File: config.mk
export PLATFORM = sky130hd
export DESIGN_NAME = ttl_counter_bank_flat
export DESIGN_NICKNAME = d
export VERILOG_FILES = /design/src/rtl/ttl_counter_pkg.sv /design/src/rtl/ttl_counter_bank_if.sv /design/src/rtl/ttl_counter_chan.sv /design/src/rtl/ttl_counter_bank.sv /design/src/flat_wrapper.sv
export SDC_FILE = /design/constraint.sdc
export NUM_CORES = 1
export LEC_CHECK = 0
export BUFFER_PORTS_ARGS = -buffer_cell sky130_fd_sc_hd__buf_2
export CAP_MARGIN = 20
export CORE_MARGIN = 10
export CORE_UTILIZATION = 53
export DETAILED_ROUTE_END_ITERATION = 7
export HOLD_SLACK_MARGIN = 0.06
export PLACE_DENSITY = 0.78
export SETUP_SLACK_MARGIN = 0.2
export SLEW_MARGIN = 15
export SYNTH_ARGS = -nofsm -noshare
export SYNTH_HDL_FRONTEND = slang
export SYNTH_SLANG_ARGS = --single-unit
File: constraint.sdc
create_clock -name clk -period 3.66 [get_ports clk]
set_input_delay 0.549 -clock clk [delete_from_list [all_inputs] [get_ports clk]]
set_output_delay 0.549 -clock clk [all_outputs]
set_load 0.005 [all_outputs]
File: src/rtl/ttl_counter_pkg.sv
// Shared types and helpers for the TTL-style counter bank.
// The mode enum, the legal parameter ranges, and the top-value function live here.
package ttl_counter_pkg;

  typedef enum logic {
    MODE_BIN = 1'b0,
    MODE_DEC = 1'b1
  } mode_e;

  localparam int MIN_CHANNELS = 1;
  localparam int MAX_CHANNELS = 8;
  localparam int MIN_WIDTH    = 2;
  localparam int MAX_WIDTH    = 16;
  localparam int MIN_DEC_MOD  = 2;

  // Last count value before a roll-over in the given mode.
  function automatic int unsigned top_value(input mode_e       mode,
                                            input int unsigned width,
                                            input int unsigned dec_mod);
    return (mode == MODE_DEC) ? dec_mod - 1 : (32'd1 << width) - 1;
  endfunction

endpackage

File: src/rtl/ttl_counter_bank_if.sv
// Per-channel count/clear/mode inputs and count/status outputs of the counter bank.
// The casc vector exists only when CASCADE_EN is defined.
interface ttl_counter_bank_if #(
  parameter int CHANNELS = 2,
  parameter int WIDTH    = 4
);
  logic [CHANNELS-1:0]       a;
  logic [CHANNELS-1:0]       clr;
  logic [CHANNELS-1:0]       dec;
`ifdef CASCADE_EN
  logic [CHANNELS-1:0]       casc;
`endif
  logic [CHANNELS*WIDTH-1:0] q;
  logic [CHANNELS-1:0]       tc;
  logic [CHANNELS-1:0]       wrap;

`ifdef CASCADE_EN
  modport master (output a, clr, dec, casc, input  q, tc, wrap);
  modport slave  (input  a, clr, dec, casc, output q, tc, wrap);
`else
  modport master (output a, clr, dec, input  q, tc, wrap);
  modport slave  (input  a, clr, dec, output q, tc, wrap);
`endif
endinterface

File: src/rtl/ttl_counter_chan.sv
// One counter channel: falling-edge detect on a, binary/decade roll-over, sync clear.
// carry is the same-cycle wrap event that a cascaded neighbour counts on.
module ttl_counter_chan
  import ttl_counter_pkg::*;
#(
  parameter int WIDTH   = 4,
  parameter int DEC_MOD = 10
) (
  input  logic             clk,
  input  logic             rst_n,
  input  logic             a,
  input  logic             clr,
  input  mode_e            mode,
  input  logic             ext_sel,
  input  logic             ext_evt,
  output logic [WIDTH-1:0] q,
  output logic             tc,
  output logic             wrap,
  output logic             carry
);

  logic             a_q;
  logic             evt;
  logic [WIDTH-1:0] top;

  always_comb begin
    top = WIDTH'(top_value(mode, WIDTH, DEC_MOD));
  end

  assign evt   = ext_sel ? ext_evt : (a_q & ~a);
  // q >= top (not ==) so a count left above a freshly lowered top still rolls to 0.
  assign carry = evt & ~clr & (q >= top);
  assign tc    = (q == top);

  // NOTE: sequential state uses non-blocking assignments so every register samples pre-edge values.
  always_ff @(posedge clk or negedge rst_n) begin
    if (!rst_n) begin
      a_q  <= 1'b0;
      q    <= '0;
      wrap <= 1'b0;
    end else begin
      a_q  <= a;
      wrap <= carry;
      if (clr) begin
        q <= '0;
      end else if (evt) begin
        q <= (q >= top) ? '0 : q + WIDTH'(1);
      end
    end
  end

endmodule

File: src/rtl/ttl_counter_bank.sv
// Bank of CHANNELS independent counters; optional CASCADE_EN lets channel i
// count on channel i-1's combinational wrap instead of its own a input.
module ttl_counter_bank
  import ttl_counter_pkg::*;
#(
  parameter int CHANNELS = 2,
  parameter int WIDTH    = 4,
  parameter int DEC_MOD  = 10
) (
  input  logic               clk,
  input  logic               rst_n,
  ttl_counter_bank_if.slave  bus
);

  if (CHANNELS < MIN_CHANNELS || CHANNELS > MAX_CHANNELS) begin : g_bad_channels
    $error("ttl_counter_bank: CHANNELS out of range 1..8");
  end
  if (WIDTH < MIN_WIDTH || WIDTH > MAX_WIDTH) begin : g_bad_width
    $error("ttl_counter_bank: WIDTH out of range 2..16");
  end
  if (DEC_MOD < MIN_DEC_MOD || DEC_MOD > (1 << WIDTH)) begin : g_bad_dec_mod
    $error("ttl_counter_bank: DEC_MOD out of range 2..2**WIDTH");
  end

  for (genvar i = 0; i < CHANNELS; i++) begin : g_chan
    logic ext_sel;
    logic ext_evt;
    logic carry;

    if (i == 0) begin : g_head
      assign ext_sel = 1'b0;
      assign ext_evt = 1'b0;
    end else begin : g_link
      // Per-block carry signals keep the chain free of a self-referencing vector.
      assign ext_evt = g_chan[i-1].carry;
`ifdef CASCADE_EN
      assign ext_sel = bus.casc[i];
`else
      assign ext_sel = 1'b0;
`endif
    end

    ttl_counter_chan #(
      .WIDTH   (WIDTH),
      .DEC_MOD (DEC_MOD)
    ) u_chan (
      .clk     (clk),
      .rst_n   (rst_n),
      .a       (bus.a[i]),
      .clr     (bus.clr[i]),
      .mode    (mode_e'(bus.dec[i])),
      .ext_sel (ext_sel),
      .ext_evt (ext_evt),
      .q       (bus.q[i*WIDTH +: WIDTH]),
      .tc      (bus.tc[i]),
      .wrap    (bus.wrap[i]),
      .carry   (carry)
    );
  end

  logic unused_last_carry;
  assign unused_last_carry = g_chan[CHANNELS-1].carry;

`ifdef CASCADE_EN
  logic unused_casc0;
  assign unused_casc0 = bus.casc[0];
`endif

endmodule

File: src/flat_wrapper.sv
// flat-port wrapper written by rule: the top's interface ports become plain ports
module ttl_counter_bank_flat import ttl_counter_pkg::*;
#(
  parameter int CHANNELS = 2,
  parameter int WIDTH    = 4,
  parameter int DEC_MOD  = 10
)
  (clk, rst_n, bus_a, bus_clr, bus_dec, bus_q, bus_tc, bus_wrap);
  ttl_counter_bank_if #(.CHANNELS(CHANNELS), .WIDTH(WIDTH)) bus_i ();
  input  logic clk;
  input  logic rst_n;
  input wire logic [$bits(bus_i.a)-1:0] bus_a;
  input wire logic [$bits(bus_i.clr)-1:0] bus_clr;
  input wire logic [$bits(bus_i.dec)-1:0] bus_dec;
  output wire logic [$bits(bus_i.q)-1:0] bus_q;
  output wire logic [$bits(bus_i.tc)-1:0] bus_tc;
  output wire logic [$bits(bus_i.wrap)-1:0] bus_wrap;
  assign bus_i.a = bus_a;
  assign bus_i.clr = bus_clr;
  assign bus_i.dec = bus_dec;
  assign bus_q = bus_i.q;
  assign bus_tc = bus_i.tc;
  assign bus_wrap = bus_i.wrap;
  ttl_counter_bank #(.CHANNELS(CHANNELS), .WIDTH(WIDTH), .DEC_MOD(DEC_MOD)) u_core (.clk(clk), .rst_n(rst_n), .bus(bus_i));
endmodule
==> results of run 1 <==
## registers in the layout, indices dropped and copies added, names as in the netlist
name / count
u_core.g_chan.u_chan.a_q: 2
u_core.g_chan.u_chan.q: 8
u_core.g_chan.u_chan.wrap: 2
## cell type report
class                      instances  area [um2]  area share, %
multi-input combinational         51         379           45.3
sequential                        12         300           35.9
timing repair buffer              19        95.1           11.4
clock buffer                       4        36.3           4.33
tap                               15        18.8           2.24
inverter                           2        7.51          0.897
## kinds of logic (layout without fill, tap and decap cells)
group	count (synthesis)	after routing	share of synthesized area, %
and+or+nand+nor	23	23	20.8
adders and majority gates	6	6	10.5
AOI/OAI and AO/OA	22	22	21.6
buffers and inverters	6	25	5.24
DFF	12	12	41.9
## per-layer routing
metal,GRT usage [%],wire [um],up-vias
li1,-,-,301
met1,11.7,737,294
met2,16.3,787,10
met3,3.15,60,2
met4,3.02,8,0
met5,0,0,-
## synth_stat cells, drive strengths merged
master    n  area share, %
o22ai     2            1.7
inv       2            1.0
or3       2            1.7
a21oi     6            4.2
buf       4            4.2
o21ai     2            1.4
a31oi     2            1.7
o2111ai   2            2.4
o211ai    2            2.1
nor2      1           0.52
a211o     2            2.4
nor2b     2            1.7
nor4      2            1.7
ha        6             10
nand3     2            1.4
nor4bb    1            1.4
dfrtp    12             42
and4bb    1            1.7
a21o      2            2.1
nand2     8            4.2
nand2b    2            3.8
and4      2            2.4
a211oi    2            3.5
## power by group through the flow
stage | clock (mW) | sequential, mW | combinational, mW
6_report | 0.106 | 0.141 | 0.0297
5_1_grt | 0.115 | 0.142 | 0.0332
4_1_cts | 0.109 | 0.141 | 0.0298
3_5_place_dp | 0 | 0.144 | 0.0295
3_3_place_gp | 0 | 0.144 | 0.0282
2_1_floorplan | 0 | 0.143 | 0.0151
## how the worst max path moves through the flow
stage	start	endpoint	slack [ps]	cells past startpoint
floorplan	bus_dec[0]	bus_tc[0]	1970	3
global placement	bus_dec[1]	bus_tc[1]	1850	4
detailed placement	bus_dec[0]	bus_tc[0]	1840	4
CTS	u_core.g_chan[0].u_chan.q[2]$_DFFE_PN0P_	bus_tc[0]	1720	3
global route	u_core.g_chan[0].u_chan.q[2]$_DFFE_PN0P_	bus_tc[0]	1650	3
finish	u_core.g_chan[0].u_chan.q[2]$_DFFE_PN0P_	bus_tc[0]	1720	3
## layout by cell type, fill, tap and decap left out, types with 3 or more instances in the layout
| master | instances |
|---|---|
| sky130_fd_sc_hd__a21oi_1 | 6 |
| sky130_fd_sc_hd__buf_2 | 19 |
| sky130_fd_sc_hd__clkbuf_4 | 3 |
| sky130_fd_sc_hd__dfrtp_1 | 12 |
| sky130_fd_sc_hd__ha_1 | 6 |
| sky130_fd_sc_hd__nand2_1 | 8 |
## critical path, delay by kind of cell (launching register included)
kind                     cells  cell delay, ps
adder cells (fa/ha/maj)      1             350
buffers and inverters        1             120
flip-flops                   1             440
AND/OR/NAND/NOR              1             200
## metrics by stage
step | total power, mW | std cells
after floorplan | 0.158 | 69
after global placement | 0.172 | 99
after detailed placement | 0.173 | 99
after CTS | 0.280 | 103
after global routing | 0.290 | 103
final | 0.277 | 103
==> qor.txt, run 1 <==
==========================================================================================
Worst Setup Path Type                                                              reg2out
Worst path setup slack after routing                                               1720 ps
Syn Inst Count                                                                          69
Clk Latency, worst-skew pair                                                        270 ps
Sequential share of power                                                            50.9%
Wire length of the first global-routing pass                                       2670 um
Crit path DAT                                                                      1390 ps
Switching power summed over all nets                                             0.0678 mW
DRT iter0 DRCs                                                                           6
Critical register-to-register path endpoint                                   u_core.g_chan[0].u_chan.q[2]$_DFFE_PN0P_
Top Ports                                                                               20
Final antenna diode count                                                                0
F_max                                                                              516 MHz
Core region area                                                                  1280 um2
Total of cells resized after clock tree synthesis                                        0
Effective utilization at floorplan                                                   55.8%
Final instance area                                                                837 um2
Smallest hold slack                                                                 133 ps
Hold crit path type                                                               in2async
RSZ-0062 raised after global routing                                                    no
Worst R2R Path Depth                                                                     4
Total number of placement rows                                                          13
Drc violations                                                                           0
Fillers                                                                                108
Vias after detailed routing                                                            607
Switching part of the total                                                          24.5%
Number of clock buffers inserted by TritonCTS                                            3
Transition at the pin with the smallest max-transition slack                        535 ps
Fin crit share                                                                       53.0%
Quantity of I/O buffers inserted on ports                                               19
Number of hold violations in the final report                                            0
Hold-fix buffers at CTS                                                                  0
Overflow left after global routing                                                       0
Maximum clock path buffer count                                                          2
Syn_nets                                                                                83
Largest net degree at the start of global routing                                       13
Post-DRT Antenna Nets                                                                    0
Number of H-tree branching levels                                                        1
Int Power                                                                         0.210 mW
Relative contribution of the clock network to total power                            38.4%
Result of the run                                                                completed
Post-Synthesis Mean Instance Area                                                 10.4 um2
Maximum fanout encountered on the critical timing path                                   6
Setup TNS Final                                                                       0 ps
Die height                                                                         56.8 um
Clock Tree Root                                                               sky130_fd_sc_hd__clkbuf_4
Endpoint class of the critical path                                             output pin
Detailed-placement wirelength estimate                                             1290 um
Flop-to-flop setup slack                                                           2010 ps
TritonCTS clock tree                                                                   yes
Startpoint class of the critical path                                             register
Final nets                                                                             103
Layout cell share with drive strength beyond 1                                       31.8%
Number of max-slew violations in the final report                                        0
Total placed instance area                                                         801 um2
All-Layer GR Usage                                                                   9.85%
Number of vias per cell                                                               5.89
Fraction of the yosys area taken by sequential cells                                 41.9%
Number of endpoints failing setup at the final stage                                     0
Die X-Extent                                                                       56.8 um
Crit-path slowest cell                                                        sky130_fd_sc_hd__dfrtp_1
Worst R2R Start                                                               u_core.g_chan[0].u_chan.q[2]$_DFFE_PN0P_
Largest stage delay, worst path                                                     440 ps
Number of library cell types mapped by synthesis                                        23
Avg WL per Cell                                                                    15.5 um
Peak supply drop                                                                  0.233 mV
Total of flip-flops plus latches after synthesis                                        12
Final core area utilization                                                          65.1%
Max capacitance violation total                                                          0
Setup Slack @ Placement                                                            1840 ps
Synthesis Warnings                                                                       0
Die Footprint                                                                     3220 um2
Relative contribution of combinational cells to total power                          10.7%
Post-Route Skew                                                                   0.610 ps
Final critical path time including I/O delays and setup                            1940 ps
Area added between synthesis and finish                                              16.8%
Total wirelength of the detailed-routed design                                     1590 um
Headroom to the max-slew limit                                                       64.0%
Cell breakdown of the critical path                                           ha_1, and4_1, buf_2
Required time of the worst setup path                                              3110 ps
Post CTS Setup Buffer Count                                                              0
Static leakage power                                                              0.437 nW
Number of antenna violations at the first check in global routing                        0
Via count of the first global-routing pass                                             615
Sink count of the clock tree                                                            12
Cell Area, Synth                                                                   717 um2
Gpl congestion                                                                       0.821
Total power density per cell area                                               331 nW/um2
Drt first pass iters                                                                     4
Clock edge transition at the registers on the reported setup and hold paths          80 ps
==========================================================================================
No activity file was read; power rests on OpenSTA's default activity.
==> inputs of run 2 (changes only) <==
--- a/config.mk
+++ b/config.mk
@@ -8,10 +8,10 @@
 export BUFFER_PORTS_ARGS = -buffer_cell sky130_fd_sc_hd__buf_2
 export CAP_MARGIN = 20
 export CORE_MARGIN = 10
-export CORE_UTILIZATION = 53
+export CORE_UTILIZATION = 49
 export DETAILED_ROUTE_END_ITERATION = 7
 export HOLD_SLACK_MARGIN = 0.06
-export PLACE_DENSITY = 0.78
+export PLACE_DENSITY = 0.73
 export SETUP_SLACK_MARGIN = 0.2
 export SLEW_MARGIN = 15
 export SYNTH_ARGS = -nofsm -noshare
==> constraint.sdc (replaced) <==
create_clock -name clk -period 1.8 [get_ports clk]
set_input_delay 0.27 -clock clk [delete_from_list [all_inputs] [get_ports clk]]
set_output_delay 0.27 -clock clk [all_outputs]
set_load 0.005 [all_outputs]
==> qor.txt, run 2 (synthesized netlist as in run 1, its figures left out) <==
==========================================================================================
Number of max-slew violations in the final report                                        0   unchanged
All-Layer GR Usage                                                                   9.64%   was 9.85%
Relative contribution of combinational cells to total power                          13.8%   was 10.7%
RSZ-0062 raised after global routing                                                    no   unchanged
Effective utilization at floorplan                                                   53.8%   was 55.8%
Fin crit share                                                                       85.3%
Fillers                                                                                110   was 108
Maximum fanout encountered on the critical timing path                                   2   was 6
Required time of the worst setup path                                              1530 ps   was 3110 ps
Worst hold path cell count                                                               1
Avg WL per Cell                                                                    15.1 um   was 15.5 um
Drc violations                                                                           0   unchanged
Endpoint class of the critical path                                             output pin   unchanged
Sequential standard cell area                                                      302 um2   was 300 um2
DRT iter0 DRCs                                                                           7   was 6
Area added between synthesis and finish                                              24.8%   was 16.8%
Crit path DAT                                                                      1260 ps   was 1390 ps
Die Footprint                                                                     3390 um2   was 3220 um2
Flop-to-flop setup slack                                                            360 ps   was 2010 ps
Final critical path time including I/O delays and setup                            1530 ps
Largest registers in the final layout                                         u_core.g_chan.u_chan.q: 8 flops, u_core.g_chan.u_chan.a_q: 2 flops, u_core.g_chan.u_chan.wrap: 2 flops   unchanged
Drt first pass iters                                                                     4   unchanged
Total power density per cell area                                               574 nW/um2   was 331 nW/um2
Largest net degree at the start of global routing                                       13   unchanged
Gpl congestion                                                                       0.817   was 0.821
Worst R2R Start                                                               u_core.g_chan[0].u_chan.q[2]$_DFFE_PN0P_   unchanged
Die height                                                                         58.3 um   was 56.8 um
Quantity of I/O buffers inserted on ports                                               19   unchanged
Transition at the pin with the smallest max-transition slack                        454 ps   was 535 ps
Static leakage power                                                              0.445 nW   was 0.437 nW
Switching part of the total                                                          24.5%   about the same
Total number of placement rows                                                          13   unchanged
Headroom to the max-slew limit                                                       69.4%   was 64.0%
Startpoint class of the critical path                                             register   unchanged
Int Power                                                                         0.388 mW   was 0.210 mW
Layout cell share with drive strength beyond 1                                       37.4%   was 31.8%
Worst R2R Path Depth                                                                     4   unchanged
Hold crit path type                                                                 in2reg   was in2async
Result of the run                                                                completed   unchanged
F_max                                                                              651 MHz
Maximum clock path buffer count                                                          2   unchanged
Core region area                                                                  1330 um2   was 1280 um2
TritonCTS clock tree                                                                   yes   unchanged
Detailed-placement wirelength estimate                                             1200 um   was 1290 um
Number of clock buffers inserted by TritonCTS                                            3   unchanged
Switching power summed over all nets                                              0.126 mW   was 0.0678 mW
Relative contribution of the clock network to total power                            30.2%   was 38.4%
Number of H-tree branching levels                                                        1   unchanged
Destination of the worst hold path                                            u_core.g_chan[1].u_chan.a_q$_DFF_PN0_
Wire length of the first global-routing pass                                       2640 um   was 2670 um
Sequential share of power                                                            56.0%   was 50.9%
Most common cell after layout, fill and taps aside                            sky130_fd_sc_hd__buf_2   unchanged
Final antenna diode count                                                                0   unchanged
Clk Latency, worst-skew pair                                                        260 ps   was 270 ps
Setup TNS Final                                                                       0 ps   unchanged
Critical register-to-register path endpoint                                   u_core.g_chan[0].u_chan.q[1]$_DFFE_PN0P_   was u_core.g_chan[0].u_chan.q[2]$_DFFE_PN0P_
Post-Route Skew                                                                    1.98 ps   was 0.610 ps
Post-route total power                                                            0.513 mW   was 0.277 mW
Post-DRT Antenna Nets                                                                    0   unchanged
Number of hold violations in the final report                                            0   unchanged
Peak supply drop                                                                  0.445 mV   was 0.233 mV
Worst Setup Path Type                                                              reg2out   unchanged
Final nets                                                                             107   was 103
Number of antenna violations at the first check in global routing                        0   unchanged
Total wirelength of the detailed-routed design                                     1610 um   was 1590 um
Number of vias per cell                                                               5.93   was 5.89
Top Ports                                                                               20   unchanged
Number of endpoints failing setup at the final stage                                     0   unchanged
Sink count of the clock tree                                                            12   unchanged
Clock Tree Root                                                               sky130_fd_sc_hd__clkbuf_4   unchanged
Smallest hold slack                                                                 152 ps   was 133 ps
Max capacitance violation total                                                          0   unchanged
Overflow left after global routing                                                       0   unchanged
Die X-Extent                                                                       58.3 um   was 56.8 um
Max reg flops                                                                            8   unchanged
Top library cells by usage in the layout, fill and taps aside                 sky130_fd_sc_hd__buf_2, sky130_fd_sc_hd__dfrtp_1, sky130_fd_sc_hd__nand2_1, sky130_fd_sc_hd__a21oi_1   was sky130_fd_sc_hd__buf_2, sky130_fd_sc_hd__dfrtp_1, sky130_fd_sc_hd__nand2_1, sky130_fd_sc_hd__a21oi_1, sky130_fd_sc_hd__ha_1
Via count of the first global-routing pass                                             605   was 615
Startpoint of the lowest-slack hold path                                          bus_a[1]
Vias after detailed routing                                                            629   was 607
Area occupied by multi-input gates                                                 417 um2   was 379 um2
Top register by number of flip-flops                                          u_core.g_chan.u_chan.q   unchanged
Clock edge transition at the registers on the reported setup and hold paths          70 ps   was 80 ps
==========================================================================================
==> run 2: cell types whose count changed in the layout (fill, tap and decap cells not counted), sizes merged <==
cell and change:
buf +3, dlygate4sd3 +1, clkbuf -1
==> run 2: area by class of cell <==
| type | instances | area share, % |
|---|---|---|
| clock buffer | 3 | 2.52 |
| timing repair buffer | 23 | 14.3 |
| inverter | 2 | 0.839 |
| tap | 15 | 2.10 |
| multi-input combinational | 51 | 46.6 |
| sequential | 12 | 33.7 |
==> run 2: repair_timing <==
action | in CTS | in global routing
hold buffers | 1 | 0
buffers inserted | 3 | 0
resized for setup | 1 | 3
endpoints found under the setup margin | 2 | 5
endpoints found under the hold margin | 12 | 0
==> run 2: worst max path at each step <==
| stage | endpoint | slack, ps | startpoint |
|---|---|---|---|
| floorplan | u_core.g_chan[0].u_chan.q[1]$_DFFE_PN0P_ | 430 | u_core.g_chan[0].u_chan.q[2]$_DFFE_PN0P_ |
| CTS | bus_tc[0] | 220 | u_core.g_chan[0].u_chan.q[2]$_DFFE_PN0P_ |
| global route | bus_tc[0] | 210 | u_core.g_chan[0].u_chan.q[2]$_DFFE_PN0P_ |
| finish | bus_tc[0] | 270 | u_core.g_chan[0].u_chan.q[1]$_DFFE_PN0P_ |
| global placement | u_core.g_chan[0].u_chan.q[2]$_DFFE_PN0P_ | 280 | u_core.g_chan[0].u_chan.q[2]$_DFFE_PN0P_ |
| detailed placement | u_core.g_chan[0].u_chan.q[1]$_DFFE_PN0P_ | 280 | u_core.g_chan[0].u_chan.q[2]$_DFFE_PN0P_ |
==> run 2: power groups by stage <==
| stage | clock network, mW | registers [mW] | logic (mW) |
|---|---|---|---|
| floorplan | 0 | 0.291 | 0.0308 |
| global placement | 0 | 0.292 | 0.0592 |
| detailed placement | 0 | 0.293 | 0.0596 |
| CTS | 0.159 | 0.286 | 0.0672 |
| global route | 0.175 | 0.288 | 0.0797 |
| finish | 0.155 | 0.287 | 0.0708 |
==> run 2: worst max-delay path, stage by stage (launching register included) <==
cell and delay (ps):
sky130_fd_sc_hd__dfrtp_1 380, sky130_fd_sc_hd__ha_1 320, sky130_fd_sc_hd__and4_1 170, sky130_fd_sc_hd__buf_2 120
==> run 2: routing by layer <==
layer	vias to the layer above	GRT usage (%)	wire [um]
li1	311	-	-
met1	299	10.9	721
met2	19	15.8	770
met3	0	5.01	114
met4	0	2.01	0
met5	-	0	0
==> run 2: metrics by stage <==
stage / cell area (um2) / utilization [%] / setup WS [ps] / std cells
after CTS: 868 / 65.1 / 223 / 106
after global routing: 895 / 67.1 / 212 / 106
after floorplan: 717 / - / 428 / 69
after detailed placement: 801 / 60.0 / 279 / 99
final: 895 / 67.1 / 265 / 106
after global placement: 801 / 60.0 / 276 / 99
